## config.mk

```make
export PLATFORM = sky130hd
export DESIGN_NAME = gate_sweep_ctrl_flat
export DESIGN_NICKNAME = d
export VERILOG_FILES = /design/src/rtl/gate_sweep_ctrl_pkg.sv /design/src/rtl/gate_sweep_ctrl_if.sv /design/src/rtl/gate_sweep_ctrl_settle_timer.sv /design/src/rtl/gate_sweep_ctrl.sv /design/src/flat_wrapper.sv
export SDC_FILE = /design/constraint.sdc
export NUM_CORES = 1
export LEC_CHECK = 0
export ABC_AREA = 0
export CAP_MARGIN = 20
export CORE_ASPECT_RATIO = 1.1
export CORE_MARGIN = 3
export CORE_UTILIZATION = 52
export DETAILED_ROUTE_END_ITERATION = 10
export PLACE_DENSITY_LB_ADDON = 0.2
export SYNTH_ARGS = -nofsm -noshare
export SYNTH_HDL_FRONTEND = slang
export SYNTH_SLANG_ARGS = --single-unit
export TNS_END_PERCENT = 100
```

## constraint.sdc

```tcl
create_clock -name clk -period 2.4 [get_ports clk]
set_input_delay 0.36 -clock clk [delete_from_list [all_inputs] [get_ports clk]]
set_output_delay 0.36 -clock clk [all_outputs]
set_load 0.02 [all_outputs]
```

## src/rtl/gate_sweep_ctrl_pkg.sv

```systemverilog
// Shared types and constants for the 2-input gate sweep controller.
package gate_sweep_pkg;

  localparam int NUM_VECTORS = 4;
  localparam int VEC_W       = 2;

  typedef enum logic [1:0] {
    IDLE   = 2'd0,
    SETTLE = 2'd1,
    SAMPLE = 2'd2,
    DONE   = 2'd3
  } sweep_state_t;

endpackage

```

## src/rtl/gate_sweep_ctrl_if.sv

```systemverilog
// Signal bundle between the sweep controller and the host / gate under test.
interface gate_sweep_ctrl_if;
  import gate_sweep_pkg::*;

  logic                   start;
  logic [NUM_VECTORS-1:0] expected;
  logic                   f;
  logic                   a;
  logic                   b;
  logic [VEC_W-1:0]       vec_idx;
  logic                   busy;
  logic                   done;
  logic                   pass;
  logic [NUM_VECTORS-1:0] mismatch;

  modport master (
    output start, expected, f,
    input  a, b, vec_idx, busy, done, pass, mismatch
  );

  modport slave (
    input  start, expected, f,
    output a, b, vec_idx, busy, done, pass, mismatch
  );

endinterface

```

## src/rtl/gate_sweep_ctrl_settle_timer.sv

```systemverilog
// Loadable down-counter that flags expiry once it has counted CYCLES enabled cycles.
module settle_timer #(
  parameter int CYCLES = 2
) (
  input  logic clk,
  input  logic rst_n,
  input  logic load,
  input  logic en,
  output logic expired
);

  localparam int            W        = $clog2(CYCLES + 1);
  localparam logic [W-1:0]  LOAD_VAL = W'(CYCLES - 1);

  logic [W-1:0] count_q;

  // Loading CYCLES-1 makes the enabled cycle that sees zero the last one.
  always_ff @(posedge clk or negedge rst_n) begin
    if (!rst_n) begin
      count_q <= '0;
    end else if (load) begin
      count_q <= LOAD_VAL;
    end else if (en && (count_q != '0)) begin
      count_q <= count_q - W'(1);
    end
  end

  assign expired = (count_q == '0);

endmodule

```

## src/rtl/gate_sweep_ctrl.sv

```systemverilog
// Drives all four input vectors onto a 2-input gate, samples its output after a
// settle time and compares against a latched truth table.
module gate_sweep_ctrl
  import gate_sweep_pkg::*;
#(
  parameter int SETTLE_CYCLES = 2
) (
  input  logic              clk,
  input  logic              rst_n,
  gate_sweep_ctrl_if.slave  sif
);

  sweep_state_t           state_q, state_d;
  logic [VEC_W-1:0]       vec_q;
  logic [NUM_VECTORS-1:0] exp_q;
  logic [NUM_VECTORS-1:0] mismatch_q;
  logic [NUM_VECTORS-1:0] mismatch_upd;
  logic                   pass_q;
  logic                   accept;
  logic                   last_vec;
  logic                   timer_load;
  logic                   timer_en;
  logic                   timer_expired;

  assign accept     = (state_q == IDLE) && sif.start;
  assign last_vec   = (vec_q == VEC_W'(NUM_VECTORS - 1));
  assign timer_load = accept || ((state_q == SAMPLE) && !last_vec);
  assign timer_en   = (state_q == SETTLE);

  settle_timer #(
    .CYCLES (SETTLE_CYCLES)
  ) u_settle_timer (
    .clk     (clk),
    .rst_n   (rst_n),
    .load    (timer_load),
    .en      (timer_en),
    .expired (timer_expired)
  );

  always_ff @(posedge clk or negedge rst_n) begin
    if (!rst_n) begin
      state_q <= IDLE;
    end else begin
      state_q <= state_d;
    end
  end

  always_comb begin
    state_d = state_q;
    unique case (state_q)
      IDLE:    if (sif.start) state_d = SETTLE;
      SETTLE:  if (timer_expired) state_d = SAMPLE;
      SAMPLE:  state_d = last_vec ? DONE : SETTLE;
      DONE:    state_d = IDLE;
      default: state_d = IDLE;
    endcase
  end

  // The verdict must include the vector being sampled this cycle.
  always_comb begin
    mismatch_upd        = mismatch_q;
    mismatch_upd[vec_q] = (sif.f != exp_q[vec_q]);
  end

  always_ff @(posedge clk or negedge rst_n) begin
    if (!rst_n) begin
      vec_q      <= '0;
      exp_q      <= '0;
      mismatch_q <= '0;
      pass_q     <= 1'b0;
    end else if (accept) begin
      vec_q      <= '0;
      exp_q      <= sif.expected;
      mismatch_q <= '0;
      pass_q     <= 1'b0;
    end else if (state_q == SAMPLE) begin
      mismatch_q <= mismatch_upd;
      if (last_vec) begin
        pass_q <= (mismatch_upd == '0);
      end else begin
        vec_q <= vec_q + VEC_W'(1);
      end
    end
  end

  assign sif.a        = vec_q[1];
  assign sif.b        = vec_q[0];
  assign sif.vec_idx  = vec_q;
  assign sif.busy     = (state_q == SETTLE) || (state_q == SAMPLE);
  assign sif.done     = (state_q == DONE);
  assign sif.pass     = pass_q;
  assign sif.mismatch = mismatch_q;

endmodule

```

## src/flat_wrapper.sv

```systemverilog
// flat-port wrapper written by rule: the top's interface ports become plain ports
module gate_sweep_ctrl_flat import gate_sweep_pkg::*;
#(
  parameter int SETTLE_CYCLES = 2
)
  (clk, rst_n, sif_start, sif_expected, sif_f, sif_a, sif_b, sif_vec_idx, sif_busy, sif_done, sif_pass, sif_mismatch);
  gate_sweep_ctrl_if sif_i ();
  input  logic clk;
  input  logic rst_n;
  input wire logic [$bits(sif_i.start)-1:0] sif_start;
  input wire logic [$bits(sif_i.expected)-1:0] sif_expected;
  input wire logic [$bits(sif_i.f)-1:0] sif_f;
  output wire logic [$bits(sif_i.a)-1:0] sif_a;
  output wire logic [$bits(sif_i.b)-1:0] sif_b;
  output wire logic [$bits(sif_i.vec_idx)-1:0] sif_vec_idx;
  output wire logic [$bits(sif_i.busy)-1:0] sif_busy;
  output wire logic [$bits(sif_i.done)-1:0] sif_done;
  output wire logic [$bits(sif_i.pass)-1:0] sif_pass;
  output wire logic [$bits(sif_i.mismatch)-1:0] sif_mismatch;
  assign sif_i.start = sif_start;
  assign sif_i.expected = sif_expected;
  assign sif_i.f = sif_f;
  assign sif_a = sif_i.a;
  assign sif_b = sif_i.b;
  assign sif_vec_idx = sif_i.vec_idx;
  assign sif_busy = sif_i.busy;
  assign sif_done = sif_i.done;
  assign sif_pass = sif_i.pass;
  assign sif_mismatch = sif_i.mismatch;
  gate_sweep_ctrl #(.SETTLE_CYCLES(SETTLE_CYCLES)) u_core (.clk(clk), .rst_n(rst_n), .sif(sif_i));
endmodule
```

==> flow_summary_export.csv <==
group,metric,value,unit
timing,maxSlewHeadroom,55.6,%
critical_path,reg2reg_from,"u_core.state_q[0]$_DFFE_PN0P_",
critical_path,timing.reg2reg.setup_slack,0.61,ns
critical_path,worstSetupStartpoint,"u_core.state_q[1]$_DFFE_PN0P_",
clock_network,tritoncts,"done",
final_layout,layout_overhead_on_the_synthesized_area,23.6,%
run,cap_viol_max_count,0,
floorplanning,placeableCoreArea,1450,um^2
critical_path,r2r.worst_path.cells,5,
final_layout,post_layout_nonfiller_instances,108,
floorplanning,ioPinCount,19,
drt,detail_route.wirelength,1490,um
yosys,yosys.cell_types.count,23,
grt,gr-total-overflow,0,
grt,grt_max_degree,16,
critical_path,crit_fanout,4,
grt,grt.total_usage,16.6,%
final_layout,final_nets,111,
yosys,synthCells,75,
final_layout,seq_area,375,um^2
grt,grt_first_pass_wirelength,2490,um
floorplanning,die_boundary_width,44.4,um
floorplanning,row_count,14,
clock_network,cts_root_buf,"clkbuf_4",
power,cellLeakagePower,0.000469,uW
power,power_switching,595,uW
clock_network,cts_hold_repair.buffers,0,
timing,rsz0062_at_grt,"false",
yosys,seq_total_area_yosys,44.4,%
timing,hold_viol,0,
power,power_frac_clock,10.3,%
placed_design,gp_routability_congestion,0.675,
timing,clock_skew,0.00288,ns
final_layout,antennaDiodeCount,0,
floorplanning,die_h,48.3,um
yosys,postSynthAreaPerCell,11.3,um^2
critical_path,worst_ep_required_time,2.04,ns
critical_path,worstSetupEndpointType,"primary output",
timing,tightestPinTransition,0.663,ns
power,power.share.switching,41.7,%
timing,slew_viol_final,0,
drt,dr.pass1.iters,4,
power,power.combinational.fraction,57.4,%
status,run_status,"complete, no violations",
drt,drt-initial-drc-count,14,
timing,finalHoldWorstSlack,0.466,ns
clock_network,post_cts_sizing_count,0,
critical_path,setup_crit_start_kind,"flop",
timing,post-route-period-util,85.1,%
power,irDropWorstVdd,0.843,mV
drt,drc,0,
clock_network,cts.sinks,15,
critical_path,setup.worst_path.end,"sif_busy",
drt,final_antenna_net_count,0,
clock_network,clkTransAtPathRegs,0.09,ns
placed_design,dp.final_hpwl,1150,um
grt,grt_pass1_vias,580,
power,power-per-cell-area,1370,nW/um^2
power,sequential_fraction_of_design_power,32.3,%
clock_network,post_cts_setup_buffer_count,0,
timing,achievable-frequency,490,MHz
drt,via_per_inst,5.39,
clock_network,clock_latency_of_the_later_clocked_register_in_the_worst_skew_pair,0.29,ns
final_layout,fill_cells,111,
floorplanning,initial_utilization,58.1,%
drt,routedWlPerCell,13.8,um
timing,setup-tns-final,0,ns
critical_path,worstSetupPathType,"flop to primary output",
clock_network,clock_tree.htree_level_count,1,
yosys,post_synthesis_instance_area,845,um^2
critical_path,worst_r2r_endpoint,"u_core.sif.vec_idx[1]$_DFFE_PN0P_",
yosys,synth_fp_nets,93,
yosys,synth-warning-count,0,
final_layout,multi_input_comb_area,408,um^2
placed_design,buffer_ports.inserted,18,
placed_design,placement.setup.worst_slack,0.583,ns
critical_path,worstPathArrival,1.68,ns
power,finalPower,1430,uW
timing,finalCriticalPeriod,2.04,ns
clock_network,clockBufferDepth,2,
floorplanning,fp.dieArea,2140,um^2
clock_network,inserted_clock_buffers,3,
yosys,number_of_synthesized_register_bits,15,
grt,grt_antenna_before_repair,0,
final_layout,drive_above_1_share,9.78,%
placed_design,dp_cells,104,
timing,postLayoutSetupSlackWorst,0.358,ns
hold_path,hold_class,"input port to asynchronous set/reset pin",
power,internal-power,833,uW
timing,setup_violations,0,
drt,routed-via-count,582,
-- layer usage --
metal,vias up,track usage [%],wire [um],part of all wire [%]
li1,293,-,-,-
met1,267,19.3,653,44
met2,17,29.4,738,50
met3,5,3.32,66,4.4
met4,0,9.04,31,2.1
met5,-,0,0,0
-- cells in the mapped netlist (all sizes together) --
| master | count | area share (%) |
|---|---|---|
| a2111oi | 1 | 1.0 |
| a21oi | 6 | 3.6 |
| a221oi | 1 | 1.0 |
| a311oi | 4 | 4.1 |
| a31oi | 1 | 0.74 |
| a32o | 1 | 1.2 |
| and2 | 1 | 0.74 |
| buf | 3 | 2.4 |
| clkbuf | 2 | 0.89 |
| dfrtp | 15 | 44 |
| ha | 10 | 15 |
| inv | 9 | 4.0 |
| mux2 | 4 | 5.3 |
| mux2i | 2 | 2.4 |
| mux4 | 1 | 2.7 |
| nand2 | 1 | 0.44 |
| nor2 | 5 | 2.2 |
| nor2b | 3 | 2.2 |
| o31a | 1 | 1.0 |
| or3 | 1 | 0.74 |
| xnor2 | 3 | 4.0 |
-- cell usage in the layout (no fill, tap or decap), drive strengths merged --
cell / instances
and2: 1
a2111oi: 1
or3: 1
o31a: 1
a21oi: 6
clkbuf: 4
a221oi: 1
nor2: 5
ha: 10
xnor2: 3
a31oi: 1
mux2i: 2
mux2: 4
a311oi: 4
inv: 9
a32o: 1
mux4: 1
nand2: 1
clkdlybuf4s50: 18
nor2b: 3
dfrtp: 15
-- worst max-delay path, stage by stage, from the launching register on --
cell             delay [ns]
dfrtp_1                0.41
inv_1                  0.11
ha_1                   0.28
clkdlybuf4s50_1        0.59
-- logic make-up (layout without fill, tap and decap cells) --
group	after synthesis	count (layout)	synth area share, %
flip-flops	15	15	44.4
multiplexers	7	7	10.4
AND/OR/NAND/NOR	11	11	6.37
buffers and inverters	14	31	7.26
adder cells (fa/ha/maj)	10	10	14.8
XOR/XNOR	3	3	4.00
AO/OA/AOI/OAI	15	15	12.7
-- stage by stage --
step                      area, um^2  util [%]
after floorplan                  845         -
after global placement          1020      70.0
after detailed placement        1020      70.0
after CTS                       1040      71.8
after global routing            1040      71.8
final                           1040      71.8
-- flip-flops by register name, summed over array words and instances (netlist names) --
register,cells
u_core.exp_q,4
u_core.sif.pass,1
u_core.state_q,2
u_core.u_settle_timer.count_q,2
u_core.sif.vec_idx,2
u_core.sif.mismatch,4
-- worst min-delay path by stage --
| stage | to | slack [ns] | start |
|---|---|---|---|
| finish | u_core.u_settle_timer.count_q[1]$_DFFE_PN0P_ | 0.47 | rst_n |
| detailed placement | u_core.sif.pass$_DFFE_PN0P_ | 0.49 | u_core.sif.pass$_DFFE_PN0P_ |
| global route | u_core.state_q[1]$_DFFE_PN0P_ | 0.51 | rst_n |
| floorplan | u_core.exp_q[0]$_DFFE_PN0P_ | 0.06 | rst_n |
| CTS | u_core.u_settle_timer.count_q[1]$_DFFE_PN0P_ | 0.49 | rst_n |
| global placement | u_core.sif.pass$_DFFE_PN0P_ | 0.48 | u_core.sif.pass$_DFFE_PN0P_ |
-- power groups by stage --
stage	sequential, uW	combinational (uW)	clock (uW)
floorplan	502	541	0
global placement	462	802	0
detailed placement	469	828	0
CTS	464	830	150
global route	479	903	163
finish	461	820	147
-- layout make-up --
cell class	instances	share of cell area, %
well taps	16	1.92
flip-flops and latches	15	36.0
repair buffers	18	17.3
clock buffers	4	2.52
multi-input cells	46	39.1
inverters	9	3.24
Power figures use the tool's default switching activity.
